==> config.mk <==
export PLATFORM = sky130hd
export DESIGN_NAME = branch_cond_unit_flat
export DESIGN_NICKNAME = d
export VERILOG_FILES = /design/src/rtl/branch_cond_unit_if.sv /design/src/rtl/branch_cond_unit.sv /design/src/flat_wrapper.sv
export SDC_FILE = /design/constraint.sdc
export NUM_CORES = 1
export LEC_CHECK = 0
export ABC_AREA = 1
export CORE_AREA = 2 2 85 54
export CTS_BUF_LIST = sky130_fd_sc_hd__clkbuf_8
export DETAILED_ROUTE_END_ITERATION = 8
export DIE_AREA = 0 0 87 56
export HOLD_SLACK_MARGIN = 0.02
export PLACE_DENSITY = 0.83
export SLEW_MARGIN = 20
export SYNTH_ARGS = -nofsm -noshare
export SYNTH_HDL_FRONTEND = slang
export SYNTH_SLANG_ARGS = --single-unit
==> constraint.sdc <==
create_clock -name clk -period 2.85 [get_ports clk]
set_clock_uncertainty 0.15 [all_clocks]
set_input_delay 0.285 -clock clk [delete_from_list [all_inputs] [get_ports clk]]
set_output_delay 0.285 -clock clk [all_outputs]
set_load 0.005 [all_outputs]
==> src/rtl/branch_cond_unit_if.sv <==
// Bus bundle between the branch condition unit and its producer/consumer.
// The unit side uses the slave modport; the driving side uses master.
interface branch_cond_unit_if #(
   parameter int W = 16
);
   logic          flags_we;
   logic [2:0]    flags_in;
   logic          req_valid;
   logic          req_ready;
   logic [2:0]    req_cond;
   logic [W-1:0]  req_pc;
   logic [W-1:0]  req_target;
   logic          resp_valid;
   logic          resp_ready;
   logic          resp_taken;
   logic [W-1:0]  resp_next_pc;
   logic [2:0]    flags_q;
   logic          sticky_v;
   logic          sticky_clr;

   modport master (
      output flags_we, flags_in, req_valid, req_cond, req_pc, req_target,
             resp_ready, sticky_clr,
      input  req_ready, resp_valid, resp_taken, resp_next_pc, flags_q, sticky_v
   );

   modport slave (
      input  flags_we, flags_in, req_valid, req_cond, req_pc, req_target,
             resp_ready, sticky_clr,
      output req_ready, resp_valid, resp_taken, resp_next_pc, flags_q, sticky_v
   );
endinterface

==> src/rtl/branch_cond_unit.sv <==
// Branch condition unit: holds ALU flags {V,N,Z}, resolves branch conditions and
// hands the next PC to fetch through a single-entry valid/ready output register.
module branch_cond_unit #(
   parameter int W      = 16,
   parameter int PC_INC = 1
) (
   input logic              clk,
   input logic              rst_n,
   branch_cond_unit_if.slave bus
);

   localparam logic [W-1:0] PcIncW = W'(PC_INC);

   typedef enum logic {
      IDLE = 1'b0,
      FULL = 1'b1
   } state_t;

   state_t        state_q, state_d;
   logic [2:0]    flagsReg_q;
   logic          sticky_q;
   logic          respTaken_q;
   logic [W-1:0]  respPc_q;

   logic          reqReady;
   logic          respValid;
   logic          accept;
   logic [2:0]    eff;
   logic          lessThan;
   logic          condTaken;
   logic [W-1:0]  nextPc;

   always_ff @(posedge clk or negedge rst_n) begin
      if (!rst_n) begin
         state_q <= IDLE;
      end else begin
         state_q <= state_d;
      end
   end

   always_comb begin
      state_d = state_q;
      case (state_q)
         IDLE: begin
            if (bus.req_valid) begin
               state_d = FULL;
            end
         end
         FULL: begin
            if (bus.resp_ready && !bus.req_valid) begin
               state_d = IDLE;
            end
         end
         default: state_d = IDLE;
      endcase
   end

   // req_ready depends on resp_ready only, never on req_valid.
   always_comb begin
      reqReady  = 1'b0;
      respValid = 1'b0;
      case (state_q)
         IDLE: begin
            reqReady  = 1'b1;
            respValid = 1'b0;
         end
         FULL: begin
            reqReady  = bus.resp_ready;
            respValid = 1'b1;
         end
         default: begin
            reqReady  = 1'b0;
            respValid = 1'b0;
         end
      endcase
   end

   assign accept = bus.req_valid & reqReady;

   // A flag load in the acceptance cycle is bypassed straight into evaluation.
   always_comb begin
      eff       = bus.flags_we ? bus.flags_in : flagsReg_q;
      lessThan  = eff[1] ^ eff[2];
      condTaken = 1'b0;
      case (bus.req_cond)
         3'b000:  condTaken = 1'b1;
         3'b001:  condTaken = eff[0];
         3'b010:  condTaken = ~eff[0];
         3'b011:  condTaken = lessThan;
         3'b100:  condTaken = lessThan | eff[0];
         3'b101:  condTaken = ~lessThan;
         3'b110:  condTaken = ~lessThan & ~eff[0];
         3'b111:  condTaken = eff[2];
         default: condTaken = 1'b0;
      endcase
      nextPc = condTaken ? bus.req_target : bus.req_pc + PcIncW;
   end

   always_ff @(posedge clk or negedge rst_n) begin
      if (!rst_n) begin
         respTaken_q <= 1'b0;
         respPc_q    <= '0;
      end else if (accept) begin
         respTaken_q <= condTaken;
         respPc_q    <= nextPc;
      end
   end

   // Sticky overflow: a V=1 load wins over a same-cycle clear.
   always_ff @(posedge clk or negedge rst_n) begin
      if (!rst_n) begin
         flagsReg_q <= 3'b000;
         sticky_q   <= 1'b0;
      end else begin
         if (bus.flags_we) begin
            flagsReg_q <= bus.flags_in;
         end
         if (bus.flags_we && bus.flags_in[2]) begin
            sticky_q <= 1'b1;
         end else if (bus.sticky_clr) begin
            sticky_q <= 1'b0;
         end
      end
   end

   assign bus.req_ready    = reqReady;
   assign bus.resp_valid   = respValid;
   assign bus.resp_taken   = respTaken_q;
   assign bus.resp_next_pc = respPc_q;
   assign bus.flags_q      = flagsReg_q;
   assign bus.sticky_v     = sticky_q;

endmodule

==> src/flat_wrapper.sv <==
// flat-port wrapper written by rule: the top's interface ports become plain ports
module branch_cond_unit_flat 
#(
   parameter int W      = 16,
   parameter int PC_INC = 1
)
  (clk, rst_n, bus_flags_we, bus_flags_in, bus_req_valid, bus_req_cond, bus_req_pc, bus_req_target, bus_resp_ready, bus_sticky_clr, bus_req_ready, bus_resp_valid, bus_resp_taken, bus_resp_next_pc, bus_flags_q, bus_sticky_v);
  branch_cond_unit_if #(.W(W)) bus_i ();
  input logic clk;
  input logic rst_n;
  input wire logic [$bits(bus_i.flags_we)-1:0] bus_flags_we;
  input wire logic [$bits(bus_i.flags_in)-1:0] bus_flags_in;
  input wire logic [$bits(bus_i.req_valid)-1:0] bus_req_valid;
  input wire logic [$bits(bus_i.req_cond)-1:0] bus_req_cond;
  input wire logic [$bits(bus_i.req_pc)-1:0] bus_req_pc;
  input wire logic [$bits(bus_i.req_target)-1:0] bus_req_target;
  input wire logic [$bits(bus_i.resp_ready)-1:0] bus_resp_ready;
  input wire logic [$bits(bus_i.sticky_clr)-1:0] bus_sticky_clr;
  output wire logic [$bits(bus_i.req_ready)-1:0] bus_req_ready;
  output wire logic [$bits(bus_i.resp_valid)-1:0] bus_resp_valid;
  output wire logic [$bits(bus_i.resp_taken)-1:0] bus_resp_taken;
  output wire logic [$bits(bus_i.resp_next_pc)-1:0] bus_resp_next_pc;
  output wire logic [$bits(bus_i.flags_q)-1:0] bus_flags_q;
  output wire logic [$bits(bus_i.sticky_v)-1:0] bus_sticky_v;
  assign bus_i.flags_we = bus_flags_we;
  assign bus_i.flags_in = bus_flags_in;
  assign bus_i.req_valid = bus_req_valid;
  assign bus_i.req_cond = bus_req_cond;
  assign bus_i.req_pc = bus_req_pc;
  assign bus_i.req_target = bus_req_target;
  assign bus_i.resp_ready = bus_resp_ready;
  assign bus_i.sticky_clr = bus_sticky_clr;
  assign bus_req_ready = bus_i.req_ready;
  assign bus_resp_valid = bus_i.resp_valid;
  assign bus_resp_taken = bus_i.resp_taken;
  assign bus_resp_next_pc = bus_i.resp_next_pc;
  assign bus_flags_q = bus_i.flags_q;
  assign bus_sticky_v = bus_i.sticky_v;
  branch_cond_unit #(.W(W), .PC_INC(PC_INC)) u_core (.clk(clk), .rst_n(rst_n), .bus(bus_i));
endmodule
==> results of run 1 <==
==> area by class of cell <==
cell class	instances	area, sq um
fillers	368	1712
multi-input cells	172	819.5
repair buffers	68	673.1
flip-flops and latches	22	550.5
inverters	38	142.6
well taps	50	62.56
clock buffers	3	41.29
clock inverters	1	30.03
==> stage by stage <==
stage	util (%)	worst slack (ns)	cell area, sq um
floorplan	-	1.341	1545
global placement	55.65	0.5757	2243
detailed placement	55.65	0.5185	2243
CTS	57.42	0.7897	2315
global route	57.54	0.5959	2320
finish	57.54	0.7699	2320
==> path summary, 6_finish.rpt <==
kind	end	slack, ns	cells past startpoint
setup / recovery	u_core.bus.resp_next_pc[9]	0.77	11
hold / removal	u_core.bus.resp_next_pc[9]	0.34	2
setup reg to reg	u_core.bus.resp_next_pc[9]	1.03	10
hold reg to reg	u_core.bus.resp_next_pc[9]	0.34	2
max in group asynchronous	u_core.bus.resp_next_pc[4]	1.84	2
min in group asynchronous	u_core.bus.resp_next_pc[2]	0.37	2
==> flip-flops by register name, indices dropped and copies added (netlist names) <==
register	flops
u_core.bus.sticky_v	1
u_core.bus.resp_taken	1
u_core.bus.resp_next_pc	16
u_core.bus.flags_q	3
u_core.state_q	1
==> power by group <==
part	internal (W)	leakage, nW	switching, W
clock	0.000188	0.0357	0.000102
combinational	0.000196	0.876	0.000161
sequential	0.000362	0.265	0.0000270
==> what timing repair did <==
item / 4_1_cts / 5_1_grt
hold buffers: 0 / 1
gates resized for setup: 0 / 0
hold endpoints to repair: 0 / 22
==> kinds of logic (layout without fill, tap and decap cells) <==
group,count (synthesis),in the layout,synth area share [%]
and+or+nand+nor,152,152,42.35
DFF,22,22,35.63
xor gates and xnor gates,13,13,7.368
buffers and inverters,43,110,11.34
AOI/OAI and AO/OA,6,6,2.510
adders and majority gates,1,1,0.8096
==> routing by layer <==
| layer | up-vias | wire length (microns) |
|---|---|---|
| met5 | - | 0 |
| met2 | 60 | 1760 |
| met4 | 0 | 68 |
| met3 | 8 | 366 |
| met1 | 699 | 2047 |
| li1 | 860 | - |
==> tightest hold or removal path, delay by kind of cell, from the launching register on <==
family / cells / cell delay [ns]
AND/OR/NAND/NOR: 2 / 0.11
flip-flops: 1 / 0.34
==> layout by cell type, fill, tap and decap left out, drive strengths merged <==
cell type / n
nand3: 42
o21ai: 3
bufinv: 1
ha: 1
nor3: 1
dfrtp: 22
a21boi: 1
a21oi: 1
clkbuf: 3
nand2: 92
xnor2: 6
inv: 38
dlygate4sd3: 1
nor2: 17
clkdlybuf4s50: 65
o21bai: 1
xor2: 7
buf: 2
==> metrics, run 1 <==
status=complete, no violations; # rows=18; delay of the slowest critical-path stage=0.52 ns; GPL Wtd Cong=0.8797; CP max-delay cell=clkdlybuf4s50_1; Synth Register Bits=22; Synth top cells by count=nand2_1, nand3_1, inv_1; Synth cell types=22; CP delay by family, top=simple AND/OR/NAND/NOR gates; FMAX=0.4807 GHz; Layout Cells excl Fill=354; fin. max-slew vios=0; setup_tns=0 ns; global-route wire length before repair=7.238 mm; Worst Hold Margin=0.3351 ns; crit path time final=2.080 ns; RSZ-0062 raised after global routing=false; Synth warnings=0; nets@finish=350; sequential area share after synthesis=35.63%; layout cells sized above 1=4.934%; CTS sink cnt=22; worst setup path class=in2reg; number of buffers and inverters on the critical path=2; CP dominant cell by count=nand2_1; Critical path origin=bus_flags_we; asr flop ratio synth=100.0%; IO Port Bufs=66; GR Util met3=5.935%; initial antenna violation count=0; most common cell in the netlist=nand2_1; post-synth top area share=35.63%; Area contributors post-synth=dfrtp_1, nand2_1, nand3_1; worst-case vdd ir drop=0.0002253 V; Avg Inst Size Synth=6.520 sq um; Inst Count DP=349; worst min-delay path startpoint=u_core.bus.resp_next_pc[9]; CP required=2.86 ns; Tightest Hold Check Type=reg2reg; HPWL after DPL=3.422 mm; Final Setup Violations=0; vias in the first global route=1603; dominant cell type by area after synthesis=dfrtp_1; n_diodes=0; largest net degree at the start of global routing=23; CTS Buffer Depth=2; drt drc=0; DIE WIDTH=87 microns; Die Area=4872 sq um; startpoint types=input pin; Post CTS Setup Buffer Count=0; Area Overhead vs Synth=50.12%; final WL=4.243 mm; crit-path max FO=17; Leak Pwr=1.177 nW; vias per cell=4.596; TritonRoute pass-1 iters=4; PwrDens=446.2 nW/um^2; met1 Resource Use GR=27.30%; total power=0.001035 W; Tcrit/Tclk final=72.99%; Max-slew headroom=65.83%; crit end category=register; final hold violation count=0; Synth Net Count=282; Reg clk slew, reported paths=0.08 ns; WL/cell=11.99 microns; io pins=67; Critical Path AT=2.09 ns; Worst-Margin Slew=0.5126 ns; total track usage=18.82%; Initial Util=38.33%; post-route ant nets=0; Worst-Skew Late Latency=0.26 ns; Mapped Cells=237; H-tree depth=1; post-synthesis cell area=1545 sq um; Die Y=56 microns; RR Startpoint=u_core.bus.flags_q[2]; First DRT Iteration DRCs=112; Max Cap Viol=0; gr busiest metal=met1; CTS tree=done; Num CTS Buffers=3; Vias=1627; number of synthesized flops with an enable pin=0; root buf cell=clkbuf_8; main flop type after synthesis=dfrtp_1; CP cell instances=clkdlybuf4s50_1 > nand2_1 > inv_1 > nor2_1 > nand2_1 > nand3_1 > nand2_2 > nand2_4 > nand2_1 > nand3_1 > nand2_1; global route overflow=0; GR Util met2=26.61%; area of the core=4031 sq um
Power figures use the tool's default switching activity.
==> inputs of run 2 (changes only) <==
Settings changed: PLACE_DENSITY 0.83 to 0.86.
Clock period 2.85 ns to 1.9 ns, I/O delays scaled along.
==> run 2 against run 1 <==
  * Cell count grew 4.0%
  * Non-clock buffer count grew 14
  * Clock power grew 18%
  * Design area grew 4.7%
  * Worst setup slack lost 0.58 ns
  * Critical path depth shrank 2
  * Power grew 44%
  * Die area is the same
  * Largest cell class unchanged
==> metrics, run 2 (synthesized netlist as in run 1, its figures left out) <==
vias in the first global route=1636 (+2.1%); DIE WIDTH=87 microns (unchanged); TritonRoute pass-1 iters=4 (unchanged); global route overflow=0 (unchanged); vias per cell=4.655 (+1.3%); CP cell instances=clkdlybuf4s50_1 > nand3_1 > nor2_1 > nand3_1 > nor2_2 > xnor2_1 > nand2_1 > nand3_1 > nand2_1; status=complete, no violations; global-route wire length before repair=7.231 mm (about the same); Seq pwr share=39.2% (+1.6 points); Worst-Margin Slew=0.5252 ns (+0.01268 ns); layout cells sized above 1=9.434% (+4.5 points); R2R Setup Slk=0.27 ns (-0.76 ns); drt drc=0 (unchanged); Tcrit/Tclk final=89.74%; delay of the slowest critical-path stage=0.50 ns (-0.02 ns); IO Port Bufs=66 (unchanged); Critical path origin=bus_req_pc[0]; n_diodes=0 (unchanged); crit end category=register; combinational cell fraction of total power=37.8% (+3.4 points); Max-slew headroom=64.95% (-0.88 points); Die Area=4872 sq um (unchanged); post-route ant nets=0 (unchanged); max reg flops=16 (unchanged); Placed Area=2369 sq um (+5.6%); dpl ws=-0.2224 ns (-0.7409 ns); initial antenna violation count=0 (unchanged); worst setup path class=in2reg; fin. max-slew vios=0 (unchanged); H-tree depth=1 (unchanged); Reg clk slew, reported paths=0.08 ns (about the same); setup ws final=0.1949 ns (-0.5750 ns); Worst-Skew Late Latency=0.27 ns (about the same); Tightest Hold Check Type=in2async; nets@finish=364 (+4.0%); sw frac=29.93% (+1.9 points); CTS sink cnt=22 (unchanged); CTS Buffer Depth=2 (unchanged); worst-case vdd ir drop=0.0003405 V (+51%); Fillers=367 (-0.27%); RSZ-0062 raised after global routing=false; crit path time final=1.705 ns; total track usage=18.44% (-0.38 points); CP max-delay cell=clkdlybuf4s50_1; crit-path max FO=3 (-14); root buf cell=clkbuf_8; Layout Cells excl Fill=368 (+4.0%); Die Y=56 microns (unchanged); setup_tns=0 ns (unchanged); Vias=1713 (+5.3%); CP required=1.91 ns (-0.95 ns); Final Setup Violations=0 (unchanged); # rows=18 (unchanged); final WL=4.368 mm (+2.9%); WL/cell=11.87 microns (-0.97%); final hold violation count=0 (unchanged); Critical Path AT=1.71 ns (-0.38 ns); Inst Count DP=364 (+4.3%); FMAX=0.5865 GHz; NetSw=0.0004467 W (+54%); CP dominant cell by count=nand3_1; Final Cell Area=2429 sq um (+4.7%); commonest cells after routing, fill and taps aside=nand2_1, clkdlybuf4s50_1, nand3_1, inv_1, dfrtp_1; RR Startpoint=u_core.bus.flags_q[2]; Num CTS Buffers=3 (unchanged); CTS tree=done; largest net degree at the start of global routing=23 (unchanged); CP delay by family, top=simple AND/OR/NAND/NOR gates; Clock Power Share=23.0% (-5.0 points); PwrDens=614.5 nW/um^2 (+38%); Max Cap Viol=0 (unchanged); cell-internal power=0.001046 W (+40%); number of buffers and inverters on the critical path=1 (-1); Leak Pwr=1.250 nW (+6.2%); CTS Hold Buffers Added=0 (unchanged); Initial Util=38.33% (unchanged); HPWL after DPL=3.500 mm (+2.3%); commonest non-fill, non-tap cell in the layout=nand2_1; First DRT Iteration DRCs=119 (+6.3%); FF-to-FF End=u_core.bus.resp_next_pc[9]; area of the core=4031 sq um (unchanged); Area Overhead vs Synth=57.17%; GPL Wtd Cong=0.9081 (+3.2%); startpoint types=input pin; reg2reg path depth=10 (unchanged); io pins=67 (unchanged)
## run 2: per-stage QoR
| step | power [W] | hold slack, ns | util, % |
|---|---|---|---|
| 6_report | 0.001492 | 0.1156 | 60.24 |
| 5_1_grt | 0.001592 | 0.1461 | 60.24 |
| 4_1_cts | 0.001509 | 0.1233 | 60.12 |
| 3_5_place_dp | 0.001159 | 0.3199 | 58.75 |
| 3_3_place_gp | 0.001144 | 0.3176 | 58.75 |
| 2_1_floorplan | 0.0008162 | -0.2556 | - |
## run 2: power by group through the flow
stage	Combinational [W]	Clock [W]	Sequential [W]
after floorplan	0.000219	0	0.000597
after global placement	0.000550	0	0.000595
after detailed placement	0.000565	0	0.000595
after CTS	0.000567	0.000356	0.000586
after global routing	0.000625	0.000372	0.000595
final	0.000564	0.000343	0.000585
## run 2: worst max path at each step
stage / endpoint / cells after the start
3_3_place_gp: u_core.bus.resp_next_pc[0] / 11
5_1_grt: u_core.bus.resp_next_pc[11] / 9
3_5_place_dp: u_core.bus.resp_next_pc[11] / 12
4_1_cts: u_core.bus.resp_next_pc[11] / 12
2_1_floorplan: u_core.bus.resp_next_pc[11] / 9
6_report: u_core.bus.resp_next_pc[11] / 9
## run 2: what timing repair did
| item | 4_1_cts | 5_1_grt |
|---|---|---|
| buffers inserted | 0 | 0 |
| gates resized for setup | 0 | 2 |
| endpoints found under the setup margin | 0 | 16 |
## run 2: cell type report
cell class / instances / area [sq um] / share of cell area, %
Multi-Input combinational cell: 172 / 822.0 / 33.85
Tap cell: 50 / 62.56 / 2.576
Inverter: 38 / 142.6 / 5.873
Clock buffer: 4 / 55.05 / 2.267
Sequential cell: 22 / 550.5 / 22.67
Timing Repair Buffer: 82 / 795.8 / 32.77
## run 2: layer usage
| metal | global-route usage, % | vias to the layer above | part of all wire [%] |
|---|---|---|---|
| met4 | 3.571 | 0 | 0.32 |
| li1 | - | 887 | - |
| met1 | 26.45 | 767 | 50 |
| met3 | 3.858 | 2 | 5.9 |
| met5 | 0 | - | 0 |
| met2 | 28.57 | 57 | 44 |
==> inputs of run 3 (changes only) <==
Settings changed: HOLD_SLACK_MARGIN 0.02 to default, PLACE_DENSITY 0.86 to 0.84, SKIP_LAST_GASP from default to 1.
==> run 3 against run 2 <==
  * Cell count up 0.54%
  * Sequential share of layout area down 0.29 points
  * Design area up 1.3%
  * Worst setup slack worse by 0.028 ns
  * Critical path depth unchanged
  * Combinational power about the same
  * Via count up 0.18%
  * Global-route usage up 0.16 points
  * Critical endpoint unchanged
  * Largest cell class unchanged
  * Largest power group unchanged
==> metrics, run 3 (synthesized netlist as in run 1, its figures left out) <==
status=complete, no violations; max reg flops=16 (unchanged); crit path time final=1.733 ns (+0.02816 ns); n_diodes=0 (unchanged); CTS sink cnt=22 (unchanged); Worst Hold Margin=0.1211 ns (+0.005433 ns); Die Y=56 microns (unchanged); layout cells sized above 1=10.00% (+0.57 points); post-route ant nets=0 (unchanged); First DRT Iteration DRCs=76 (-36%); largest net degree at the start of global routing=23 (unchanged); Final Cell Area=2460 sq um (+1.3%); crit end category=register; Detail Route met2 WL=1.793 mm (-7.0%); Critical path origin=bus_req_pc[0]; area of the core=4031 sq um (unchanged); PwrDens=647.9 nW/um^2 (+5.4%); CP required=1.91 ns (about the same); startpoint types=input pin; CP dominant cell by count=nand3_1; Fillers=337 (-8.2%); IO Port Bufs=66 (unchanged); RSZ-0062 raised after global routing=false; FF-to-FF End=u_core.bus.resp_next_pc[13]; WL/cell=11.45 microns (-3.5%); Final Setup Violations=0 (unchanged); Max-slew headroom=66.23% (+1.3 points); vias per cell=4.638 (-0.37%); Vias=1716 (+0.18%); GPL Wtd Cong=0.9594 (+5.6%); delay of the slowest critical-path stage=0.53 ns (+0.03 ns); met3 WL=315 microns (+23%); DIE WIDTH=87 microns (unchanged); setup_tns=0 ns (unchanged); io pins=67 (unchanged); # rows=18 (unchanged); Die Area=4872 sq um (unchanged); global-route wire length before repair=7.286 mm (+0.76%); Critical Path AT=1.75 ns (+0.04 ns); Leak Pwr=1.266 nW (+1.3%); commonest cells after routing, fill and taps aside=nand2_1, clkdlybuf4s50_1, nand3_1, inv_1, dfrtp_1; H-tree depth=1 (unchanged); CP cell instances=clkdlybuf4s50_1 > nand3_1 > nor2_1 > nand3_1 > nor2_2 > xnor2_1 > nand2_1 > nand3_1 > nand2_1; FMAX=0.5769 GHz (-1.6%); Placed Area=2384 sq um (+0.63%); Initial Util=38.33% (unchanged); worst setup path class=in2reg; drt drc=0 (unchanged); RR Startpoint=u_core.bus.flags_q[1]; multi-input logic area=822.0 sq um (unchanged); Num CTS Buffers=3 (unchanged); total track usage=18.60% (+0.16 points); reg2reg path depth=10 (unchanged); root buf cell=clkbuf_8; Worst-Margin Slew=0.5060 ns (-0.01920 ns); crit-path max FO=3 (unchanged); nets@finish=366 (+0.55%); fin. max-slew vios=0 (unchanged); Reg clk slew, reported paths=0.08 ns (about the same); Max Used Layer=met4; CP max-delay cell=clkdlybuf4s50_1; Area Overhead vs Synth=59.19%; CTS tree=done; HPWL after DPL=3.361 mm (-4.0%); Tightest Hold Check Type=in2async; initial antenna violation count=0 (unchanged); final hold violation count=0 (unchanged); R2R Setup Slk=0.25 ns (-0.02 ns); final WL=4.236 mm (-3.0%); Tcrit/Tclk final=91.23% (+1.5 points); CTS Buffer Depth=2 (unchanged); vias in the first global route=1598 (-2.3%); TritonRoute pass-1 iters=4 (unchanged); worst-case vdd ir drop=0.0002728 V (-20%); Worst-Skew Late Latency=0.27 ns (about the same); FF/Latch Area=550.5 sq um (unchanged); DRT met1 WL=2.094 mm (-3.4%); Max Cap Viol=0 (unchanged); commonest non-fill, non-tap cell in the layout=nand2_1; global route overflow=0 (unchanged)
-- run 3: cell types whose count changed in the layout (fill, tap and decap cells not counted), sizes merged --
cell    previous run  this run
buf               16        18
clkbuf             4         3
bufinv             0         1
-- run 3: worst max path at each step --
stage          cells after the start  slack, ns                           to
2_1_floorplan                      9       0.39  u_core.bus.resp_next_pc[11]
3_3_place_gp                      10      -0.11  u_core.bus.resp_next_pc[13]
3_5_place_dp                      12      -0.20  u_core.bus.resp_next_pc[13]
4_1_cts                           12       0.09  u_core.bus.resp_next_pc[13]
5_1_grt                            9       0.05  u_core.bus.resp_next_pc[11]
6_report                           9       0.17  u_core.bus.resp_next_pc[11]
-- run 3: final cells by class --
| class | count | share of cell area [%] |
|---|---|---|
| Timing Repair Buffer | 84 | 32.96 |
| Multi-Input combinational cell | 172 | 33.42 |
| Clock buffer | 3 | 1.679 |
| Inverter | 38 | 5.799 |
| Clock inverter | 1 | 1.221 |
| Tap cell | 50 | 2.543 |
| Sequential cell | 22 | 22.38 |
-- run 3: critical path, delay by kind of cell --
family / cells / cell delay (ns)
XOR/XNOR: 1 / 0.15
buffers and inverters: 1 / 0.53
AND/OR/NAND/NOR: 7 / 0.87
-- run 3: power by group --
group / leakage (nW) / internal [W] / total [W] / switching [W]
combinational: 0.966 / 0.000321 / 0.000564 / 0.000243
clock: 0.0357 / 0.000282 / 0.000445 / 0.000163
sequential: 0.265 / 0.000543 / 0.000585 / 0.0000424
-- run 3: timing repair --
item                                    4_1_cts  5_1_grt
buffers inserted                              0        0
endpoints found under the setup margin        0       16
resized for setup                             0        2
hold buffers                                  0        0
-- run 3: metrics by stage --
stage | power, W | setup slack (ns) | utilization [%] | std cells
after global routing | 0.001701 | 0.04858 | 61.02 | 370
after global placement | 0.001148 | -0.1082 | 59.12 | 366
after floorplan | 0.0008162 | 0.3906 | - | 237
after CTS | 0.001611 | 0.08593 | 60.89 | 370
final | 0.001594 | 0.1667 | 61.02 | 370
after detailed placement | 0.001157 | -0.1992 | 59.12 | 366
-- run 3: routing by layer --
layer  vias up  global-route usage [%]
met5         -                       0
met4         0                   3.348
met3         4                   3.412
met2        68                   28.46
met1       752                   27.39
li1        892                       -
